==> src/rtl/seg_scan_if.sv <==
// Scanned 7-segment bus (scan_en/shift/seg) plus the decoded frame results.
interface seg_scan_if;
    logic        scan_en;
    logic [7:0]  shift;
    logic [6:0]  seg;
    logic [31:0] digits;
    logic [31:0] score_out;
    logic        score_valid;
    logic        frame_err;
    logic        timeout;

    // No backpressure: score_valid, frame_err and timeout are single-cycle pulses the master must sample.
    modport master (output scan_en, shift, seg,
                    input  digits, score_out, score_valid, frame_err, timeout);
    modport slave  (input  scan_en, shift, seg,
                    output digits, score_out, score_valid, frame_err, timeout);
endinterface

==> src/rtl/seg_scan_decoder.sv <==
// Receive side of an 8-digit multiplexed 7-segment bus: rebuilds BCD digits per frame
// and converts each complete, decodable frame to a binary score.
module seg_scan_decoder #(
    parameter int STABLE_CYCLES  = 4,
    parameter int TIMEOUT_CYCLES = 2000000
) (
    input  logic       clk,
    input  logic       rst_n,
    seg_scan_if.slave  bus,
    output logic [1:0] dbg_state_o,
    output logic [7:0] dbg_mask_o
);
    localparam int SW = $clog2(STABLE_CYCLES + 1);
    localparam int TW = $clog2(TIMEOUT_CYCLES);
    localparam logic [SW-1:0] STB_LAST = SW'(STABLE_CYCLES - 1);
    localparam logic [SW-1:0] STB_MAX  = SW'(STABLE_CYCLES);
    localparam logic [TW-1:0] TMO_LAST = TW'(TIMEOUT_CYCLES - 1);

    typedef enum logic [1:0] {IDLE = 2'd0, CONV = 2'd1, DONE = 2'd2} state_e;

    logic [7:0]  shift_s1_q, shift_s2_q;
    logic [6:0]  seg_s1_q, seg_s2_q;
    logic [14:0] prev_q;
    logic [SW-1:0] stab_q, stab_d;
    logic [TW-1:0] tmo_q, tmo_d;
    logic [31:0] live_q, live_d, snap_q, snap_d, digits_q, digits_d, score_q, score_d;
    logic [7:0]  mask_q, mask_d;
    logic [2:0]  idx_q, idx_d, slot_idx;
    logic [26:0] acc_q, acc_d;
    logic        err_q, err_d, valid_q, valid_d, ferr_q, ferr_d, tpulse_q, tpulse_d;
    logic        slot_ok, capture, handoff;
    state_e      state_q, state_d;

    function automatic logic [3:0] seg_to_bcd(input logic [6:0] s);
        case (s)
            7'b1000000: seg_to_bcd = 4'd0;
            7'b1111001: seg_to_bcd = 4'd1;
            7'b0100100: seg_to_bcd = 4'd2;
            7'b0110000: seg_to_bcd = 4'd3;
            7'b0011001: seg_to_bcd = 4'd4;
            7'b0010010: seg_to_bcd = 4'd5;
            7'b0000010: seg_to_bcd = 4'd6;
            7'b1111000: seg_to_bcd = 4'd7;
            7'b0000000: seg_to_bcd = 4'd8;
            7'b0010000: seg_to_bcd = 4'd9;
            default:    seg_to_bcd = 4'hF;
        endcase
    endfunction

    function automatic logic has_bad(input logic [31:0] d);
        has_bad = 1'b0;
        for (int i = 0; i < 8; i++) begin
            if (d[i*4 +: 4] == 4'hF) has_bad = 1'b1;
        end
    endfunction

    assign slot_ok = $onehot(~shift_s2_q);

    always_comb begin
        slot_idx = '0;
        for (int i = 0; i < 8; i++) begin
            if (!shift_s2_q[i]) slot_idx = 3'(i);
        end
    end

    // Counter saturates at STABLE_CYCLES so a long dwell captures only once.
    always_comb begin
        stab_d  = '0;
        capture = 1'b0;
        if (bus.scan_en && slot_ok) begin
            if ({shift_s2_q, seg_s2_q} == prev_q) begin
                stab_d  = (stab_q == STB_MAX) ? stab_q : stab_q + 1'b1;
                capture = (stab_q == STB_LAST);
            end else begin
                stab_d = SW'(1);
            end
        end
    end

    always_comb begin
        state_d  = state_q;
        snap_d   = snap_q;
        idx_d    = idx_q;
        acc_d    = acc_q;
        err_d    = err_q;
        digits_d = digits_q;
        score_d  = score_q;
        valid_d  = 1'b0;
        ferr_d   = 1'b0;
        tpulse_d = 1'b0;
        live_d   = live_q;
        mask_d   = mask_q;
        tmo_d    = tmo_q;
        handoff  = 1'b0;

        case (state_q)
            IDLE: begin
                if (mask_q == 8'hFF) begin
                    handoff = 1'b1;
                    snap_d  = live_q;
                    idx_d   = 3'd7;
                    acc_d   = '0;
                    err_d   = has_bad(live_q);
                    state_d = err_d ? DONE : CONV;
                end
            end
            CONV: begin
                acc_d = acc_q * 27'd10 + {23'd0, snap_q[{idx_q, 2'b00} +: 4]};
                idx_d = idx_q - 3'd1;
                if (idx_q == 3'd0) state_d = DONE;
            end
            DONE: begin
                digits_d = snap_q;
                if (err_q) begin
                    ferr_d = 1'b1;
                end else begin
                    score_d = {5'd0, acc_q};
                    valid_d = 1'b1;
                end
                state_d = IDLE;
            end
            default: state_d = IDLE;
        endcase

        if (!bus.scan_en) begin
            mask_d = '0;
            tmo_d  = '0;
        end else if (handoff || mask_q == '0) begin
            tmo_d = '0;
        end else if (tmo_q == TMO_LAST) begin
            tmo_d    = '0;
            mask_d   = '0;
            tpulse_d = 1'b1;
        end else begin
            tmo_d = tmo_q + 1'b1;
        end
        if (handoff) mask_d = '0;

        // Applied last so a same-cycle capture keeps its mask bit across a hand-off.
        if (capture) begin
            live_d[{slot_idx, 2'b00} +: 4] = seg_to_bcd(seg_s2_q);
            mask_d[slot_idx]               = 1'b1;
        end
    end

    always_ff @(posedge clk or negedge rst_n) begin
        if (!rst_n) begin
            shift_s1_q <= 8'hFF;
            shift_s2_q <= 8'hFF;
            seg_s1_q   <= 7'h7F;
            seg_s2_q   <= 7'h7F;
            prev_q     <= 15'h7FFF;
            stab_q     <= '0;
            tmo_q      <= '0;
            live_q     <= '0;
            snap_q     <= '0;
            digits_q   <= '0;
            score_q    <= '0;
            mask_q     <= '0;
            idx_q      <= '0;
            acc_q      <= '0;
            err_q      <= 1'b0;
            valid_q    <= 1'b0;
            ferr_q     <= 1'b0;
            tpulse_q   <= 1'b0;
            state_q    <= IDLE;
        end else begin
            shift_s1_q <= bus.shift;
            shift_s2_q <= shift_s1_q;
            seg_s1_q   <= bus.seg;
            seg_s2_q   <= seg_s1_q;
            prev_q     <= {shift_s2_q, seg_s2_q};
            stab_q     <= stab_d;
            tmo_q      <= tmo_d;
            live_q     <= live_d;
            snap_q     <= snap_d;
            digits_q   <= digits_d;
            score_q    <= score_d;
            mask_q     <= mask_d;
            idx_q      <= idx_d;
            acc_q      <= acc_d;
            err_q      <= err_d;
            valid_q    <= valid_d;
            ferr_q     <= ferr_d;
            tpulse_q   <= tpulse_d;
            state_q    <= state_d;
        end
    end

    assign bus.digits      = digits_q;
    assign bus.score_out   = score_q;
    assign bus.score_valid = valid_q;
    assign bus.frame_err   = ferr_q;
    assign bus.timeout     = tpulse_q;
    assign dbg_state_o     = state_q;
    assign dbg_mask_o      = mask_q;
endmodule

==> src/flat_wrapper.sv <==
// flat-port wrapper written by rule: the top's interface ports become plain ports
module seg_scan_decoder_flat 
#(
    parameter int STABLE_CYCLES  = 4,
    parameter int TIMEOUT_CYCLES = 2000000
)
  (clk, rst_n, dbg_state_o, dbg_mask_o, bus_scan_en, bus_shift, bus_seg, bus_digits, bus_score_out, bus_score_valid, bus_frame_err, bus_timeout);
  seg_scan_if bus_i ();
  input  logic clk;
  input  logic rst_n;
  output logic [1:0] dbg_state_o;
  output logic [7:0] dbg_mask_o;
  input wire logic [$bits(bus_i.scan_en)-1:0] bus_scan_en;
  input wire logic [$bits(bus_i.shift)-1:0] bus_shift;
  input wire logic [$bits(bus_i.seg)-1:0] bus_seg;
  output wire logic [$bits(bus_i.digits)-1:0] bus_digits;
  output wire logic [$bits(bus_i.score_out)-1:0] bus_score_out;
  output wire logic [$bits(bus_i.score_valid)-1:0] bus_score_valid;
  output wire logic [$bits(bus_i.frame_err)-1:0] bus_frame_err;
  output wire logic [$bits(bus_i.timeout)-1:0] bus_timeout;
  assign bus_i.scan_en = bus_scan_en;
  assign bus_i.shift = bus_shift;
  assign bus_i.seg = bus_seg;
  assign bus_digits = bus_i.digits;
  assign bus_score_out = bus_i.score_out;
  assign bus_score_valid = bus_i.score_valid;
  assign bus_frame_err = bus_i.frame_err;
  assign bus_timeout = bus_i.timeout;
  seg_scan_decoder #(.STABLE_CYCLES(STABLE_CYCLES), .TIMEOUT_CYCLES(TIMEOUT_CYCLES)) u_core (.clk(clk), .rst_n(rst_n), .bus(bus_i), .dbg_state_o(dbg_state_o), .dbg_mask_o(dbg_mask_o));
endmodule
==> config.mk <==
export PLATFORM = sky130hd
export DESIGN_NAME = seg_scan_decoder_flat
export DESIGN_NICKNAME = d
export VERILOG_FILES = /design/src/rtl/seg_scan_if.sv /design/src/rtl/seg_scan_decoder.sv /design/src/flat_wrapper.sv
export SDC_FILE = /design/constraint.sdc
export NUM_CORES = 1
export LEC_CHECK = 0
export BUFFER_PORTS_ARGS = -buffer_cell sky130_fd_sc_hd__buf_2
export CORE_ASPECT_RATIO = 1.1
export CORE_MARGIN = 8
export CORE_UTILIZATION = 39
export DETAILED_ROUTE_END_ITERATION = 6
export PLACE_DENSITY = 0.58
export SETUP_SLACK_MARGIN = 0.5
export SYNTH_ARGS = -nofsm -noshare
export SYNTH_HDL_FRONTEND = slang
export SYNTH_SLANG_ARGS = --single-unit
==> constraint.sdc <==
create_clock -name clk -period 5.75 [get_ports clk]
set_input_delay 1.725 -clock clk [delete_from_list [all_inputs] [get_ports clk]]
set_output_delay 1.725 -clock clk [all_outputs]
set_load 0.02 [all_outputs]
## After elaboration in Yosys (flattened, before gate mapping)

Cells that the tools add are included.

- Bitwise gates (word level): 3
- Muxes and demuxes: 52
- $mul: 1
- Div/mod/pow operators: 0
- Add/sub/neg operators: 12
- Eq/ne operators: 28
- Reductions and logical operators: 12
- Shifts and indexed selects: 3
- Magnitude comparators: 2

Operators with widths:

| kind | number |
|---|---|
| $mux W21 | 3 |
| $pmux W27 S2 | 1 |
| $mux W8 | 5 |
| $pmux W4 S10 | 1 |
| $bwmux W32 | 1 |
| $eq A4 B4 Y1 const B | 8 |
| $shift A4 B7 Y32 const A | 1 |
| $shiftx A32 B6 Y4 | 1 |
| $shiftx A4 B7 Y32 | 1 |
| $mux W3 | 10 |
| $add A27 B4 Y27 | 1 |
| $mul A27 B3 Y26 const B | 1 |
| $mux W27 | 1 |
| $mux W1 | 23 |
| $add A21 B1 Y21 const B | 1 |
| $eq A21 B21 Y1 const B | 1 |
| $eq A7 B5 Y1 const B | 3 |
| $eq A7 B7 Y1 const B | 3 |
| $eq A15 B15 Y1 | 1 |
| $eq A7 B6 Y1 const B | 2 |
| $add A4 B4 Y4 | 3 |
| $add A1 B1 Y2 | 4 |
| $eq A8 B8 Y1 const B | 1 |
| $logic_not A8 Y1 | 1 |
| 28 further kinds | 35 |

- Memories: 0
- Memory bits (read-only): 0
- RAM bits: 0
- Output and inout port bits: 77
- Bits in latches: 0
- Register bits: 236

## Longest topological paths before layout

- Depth after elaboration: 14
- Gate-level depth with buffers: 15
- Gate-level depth less buffers: 14

## Least setup slack after synthesis

Ideal clock, no wire load.

- Path kind: register to register
- Start point: register u_core.shift_s2_q[1]
- End point: register u_core.live_q[17]
- Arrival: 4.175 ns
- Setup slack: 1.448 ns
- Path buffers: 1
- Cell stages (with the launch flop): 15
- Cells stage by stage: dfstp_2 > inv_2 > ha_1 > inv_1 > fa_1 > inv_1 > fa_1 > ha_1 > fa_1 > nor4_4 > nand3_4 > or4_4 > or3b_1 > buf_6 > mux2_1

- Word-level cells in the longest chain between the ends: 10

RTL lines:

| what | RTL line | text |
|---|---|---|
| start, declared | seg_scan_decoder.sv:21 | `logic [7:0] shift_s1_q, shift_s2_q;` |
| start signal, assigned | seg_scan_decoder.sv:169 | `shift_s2_q <= shift_s1_q;` |
| $mux W1 | seg_scan_decoder.sv:62 | `if (!shift_s2_q[i]) slot_idx = 3'(i);` |
| $mux W3 (6 in series) | seg_scan_decoder.sv:62 |  |
| $neg A5 Y7 | seg_scan_decoder.sv:141 | `live_d[{slot_idx, 2'b00} +: 4] = seg_to_bcd(seg_s2_q);` |
| $shiftx A4 B7 Y32 / $shift A4 B7 Y32 (equally long branches) | seg_scan_decoder.sv:141 |  |
| $bwmux W32 | seg_scan_decoder.sv:141 |  |
| end signal, assigned | seg_scan_decoder.sv:175 | `live_q <= live_d;` |
| end, declared | seg_scan_decoder.sv:26 | `logic [31:0] live_q, live_d, snap_q, snap_d, digits_q, digits_d, score_q, score_d;` |

Several ways; a longest one is shown, not always the timed one.
A chain may end at the register's enable or synchronous reset.

## Final worst setup path

- Start point: register u_core.shift_s2_q[0]
- End point: register u_core.live_q[17]

- Word-level cells in the longest chain between the ends: 7

RTL lines:

| what | RTL line | text |
|---|---|---|
| $not A8 Y8 | seg_scan_decoder.sv:57 | `assign slot_ok = $onehot(~shift_s2_q);` |
| $add A1 B1 Y2 (implied by the code) | seg_scan_decoder.sv:57 |  |
| $add A4 B4 Y4 (implied by the code) (2 in series) | seg_scan_decoder.sv:57 |  |
| $eq A4 B1 Y1 | seg_scan_decoder.sv:57 |  |
| $logic_and A1 B1 Y1 | seg_scan_decoder.sv:70 | `if (bus.scan_en && slot_ok) begin` |
| $mux W1 (*) | seg_scan_decoder.sv:70 |  |

Mark *: on every way between the ends. The rest lies on a longest branch, timed or not.

==> key figures <==
Run status
  – Outcome: completed

Detailed routing
  – Drt pass-1 iters: 4
  – Antenna-violating nets left: 0
  – DR iter-0 viols: about 360
  – Routed length per instance: 16.81 um
  – Vias per cell: just over 5
  – DRC viols: 0
  – Final WL: 25950 um
  – Vias after detailed routing: 7882

CTS
  – Cts repair resizes: 0
  – Worst-Skew Late Latency: 540 ps
  – H-tree levels: 1
  – Postcts setup bufs: 0
  – Cts bufs inserted: 28
  – Clock Tree Buf Depth: 3
  – Root buf cell: clkbuf_16
  – Hold buffer count at CTS: 0
  – TritonCTS clock tree: done
  – Worst-path clk slew: 60 ps
  – CTS sink count: 236

Critical path
  – Reg2reg end: u_core.live_q[17]
  – CP max stage cell: dfstp_2
  – Worst path buffer plus inverter count: 3
  – Worst setup SP type: flip-flop
  – Arrival time worst endpoint: around 5000 ps
  – Crit Path Class: flip-flop to flip-flop
  – Worst Path Required: 6170 ps
  – Worst r2r src: u_core.shift_s2_q[0]
  – R2R depth: 13
  – Worst stage delay on the critical path: roughly 540 ps
  – Largest delay contributor family on the critical path: adder cells
  – Worst R2R Setup Slack: 1240 ps
  – Crit end category: flip-flop
  – Crit-path max FO: 7
  – CP cell instances: inv_1, ha_1, inv_1, fa_1, inv_1, fa_1, ha_1, fa_1, nor4_4, nand3_4, or4_4, or3b_1, mux2_1

Yosys
  – Avg Inst Size Synth: 11.67 um2
  – Synth area leaders: dfrtp_1 (40%), mux2_2 (10%), dfstp_2 (9.9%), ha_1 (6.7%), nand2_1 (3.0%)
  – Post-synth EDFFs: 0
  – Yosys warns: 0
  – Asr flop ratio synth: 1.000
  – Largest area contributor in the netlist: dfrtp_1
  – Post-synthesis cell type count: 86
  – Sequential element share of the synthesized area: 0.4994
  – Yosys reg bits: around 240
  – Syn Std Cell Area: 11940 um2
  – Cells after Synth: 1023
  – Main synth FF type: dfrtp_1
  – Yosys top cell area share: 0.4003

STA
  – Tcrit/Tclk final: 0.7848
  – Final hold violations: 0
  – Relative max-transition margin: 0.3078
  – Max Clock Skew: roughly 18 ps
  – Minimum clock period: 4512 ps
  – Worst-Margin Slew: between 1000 and 1500 ps
  – Slew Viols, Final: 0
  – Max Fclk: roughly 220 MHz
  – Setup TNS: 0 ps
  – RSZ-0062 raised after global routing: false
  – WHS: about 350 ps
  – Final setup viols: 0
  – Setup ws final: 1238 ps

Floorplan
  – Core area: between 30000 and 40000 um2
  – Starting Density: 0.3934
  – DIE AREA: 36470 um2
  – Height of the die: about 200 um
  – Chip width: 182.8 um
  – FP Rows: 67
  – IO Count: 95

Placed design
  – Dpl hpwl: approximately 19000 um
  – Post-Place Setup Slack: around 1200 ps
  – I/O Buffers: 89
  – Gpl congestion: approximately 0.85
  – Placed inst area: 12770 um2

Cells and area
  – Design area: 13740 um2
  – Area growth syn-to-layout: 15.06%
  – Diodes inserted: 0
  – Post-layout util: 0.4527
  – Share of cells above drive strength 1: 0.2965
  – Nets: 1197
  – Total of fill cells in the finished design: 2869

Min path
  – Worst hold path class: flip-flop to flip-flop
  – HP Start: u_core.shift_s1_q[7]
  – Hold Crit Depth: 0
  – Hold Crit Endpoint: u_core.shift_s2_q[7]

Global route
  – Vias in the first global route: slightly above 8000
  – Initial antenna violation count: 0
  – Total global-route track usage: 0.1430
  – Pin count of the biggest net entering global routing: about 120
  – First-pass GRT wire length: 42520 um
  – Total grt overflow: 0

Pwr
  – VDD IR max: 0.0002448 V
  – Pleak: 6.631 nW
  – Pwr/cell area: 265.4 nW/um2

Flow run
  – Max cap viols: 0
==> metal layers <==
metal / up-vias / global-route usage / share of wire
met5: - / 0 / 0
li1: 3833 / - / -
met4: 0 / 0.03677 / 0.021
met3: 42 / 0.02546 / 0.039
met2: 105 / 0.2693 / 0.53
met1: 3902 / 0.1651 / 0.41
==> worst max path at each step <==
stage	slack [ps]	start	endpoint	depth (start not counted)
floorplan	1450	u_core.shift_s2_q[1]	u_core.live_q[17]	14
global placement	1300	u_core.shift_s2_q[2]	u_core.live_q[17]	13
detailed placement	1220	u_core.shift_s2_q[2]	u_core.live_q[17]	13
CTS	1220	u_core.shift_s2_q[2]	u_core.live_q[17]	13
global route	1060	u_core.shift_s2_q[2]	u_core.live_q[17]	13
finish	1240	u_core.shift_s2_q[0]	u_core.live_q[17]	13
==> worst register-to-register path: cells and delay by family, from the launching register on <==
| kind | cells | cell delay, ps |
|---|---|---|
| adder cells (fa/ha/maj) | 5 | 1820 |
| buffers and inverters | 3 | 190 |
| flip-flops | 1 | 540 |
| multiplexers | 1 | 350 |
| AND/OR/NAND/NOR | 4 | 1510 |
==> layout by cell type, fill, tap and decap left out, drive strengths merged, types with 24 or more instances in the layout <==
cell type,Yosys,final
o22ai,24,24
ha,64,64
o21ai,31,31
dfstp,45,45
nor2,58,58
nand3,27,27
xnor2,34,34
xor2,38,38
nand2,96,96
dfrtp,191,191
mux2,111,111
clkbuf,22,33
a21oi,35,35
buf,21,95
inv,33,35
==> layout make-up <==
| class | instances | area, um2 | share of cell area |
|---|---|---|---|
| Tap cell | 414 | 518.0 | 0.03771 |
| Clock buffer | 33 | 749.5 | 0.05456 |
| Clock inverter | 18 | 216.5 | 0.01576 |
| Inverter | 34 | 127.6 | 0.009290 |
| Timing Repair Buffer | 95 | 513.0 | 0.03734 |
| Sequential cell | 236 | 5962 | 0.4340 |
| Multi-Input combinational cell | 714 | 5650 | 0.4113 |
==> cells in the mapped netlist (all sizes together) (6+ instances only) <==
cell type / instances
a21oi: 35
nor4: 13
and2: 9
a21o: 11
or3: 6
a31oi: 6
clkbuf: 22
or2: 6
nand3: 27
xor2: 38
o21ai: 31
o21a: 9
nor3: 9
nand4: 15
mux4: 8
nor2: 58
xnor2: 34
dfstp: 45
buf: 21
fa: 6
nor2b: 6
inv: 33
a22o: 9
o22ai: 24
ha: 64
nor4b: 6
dfrtp: 191
mux2: 111
nand2: 96
and3: 14
==> stage by stage <==
step | cells | power, mW
6_report | 1544 | 3.645
5_1_grt | 1544 | 3.796
3_3_place_gp | 1493 | 1.858
2_1_floorplan | 1027 | 1.803
4_1_cts | 1544 | 3.711
3_5_place_dp | 1493 | 1.862
==> state kept, by name (all words and copies together) (netlist names) <==
register,cells
u_core.shift_s1_q,8
u_core.tmo_q,21
u_core.idx_q,3
u_core.seg_s2_q,7
u_core.acc_q,27
u_core.seg_s1_q,7
u_core.bus.score_out,27
u_core.bus.digits,32
u_core.snap_q,32
u_core.dbg_state_o,2
u_core.dbg_mask_o,8
u_core.live_q,32
u_core.stab_q,3
u_core.bus.frame_err,1
u_core.err_q,1
u_core.shift_s2_q,8
u_core.prev_q,15
u_core.bus.timeout,1
u_core.bus.score_valid,1
==> cells by family (layout without fill, tap and decap cells) <==
| family | Yosys count | after routing | synth area share |
|---|---|---|---|
| other cells | 1 | 5 | 0.0003141 |
| buf+inv | 77 | 180 | 0.02945 |
| compound gates | 159 | 159 | 0.09139 |
| mux | 122 | 122 | 0.1223 |
| fa+ha+maj | 70 | 70 | 0.07713 |
| flops | 236 | 236 | 0.4994 |
| xor+xnor | 72 | 72 | 0.05282 |
| simple gates | 286 | 286 | 0.1272 |
==> power by group <==
group | switching (mW) | internal, mW | total (mW)
sequential | 0.0152 | 1.69 | 1.71
clock | 0.703 | 1.11 | 1.82
combinational | 0.0812 | 0.0399 | 0.121
Note: power is estimated with default switching activity, not from simulation.
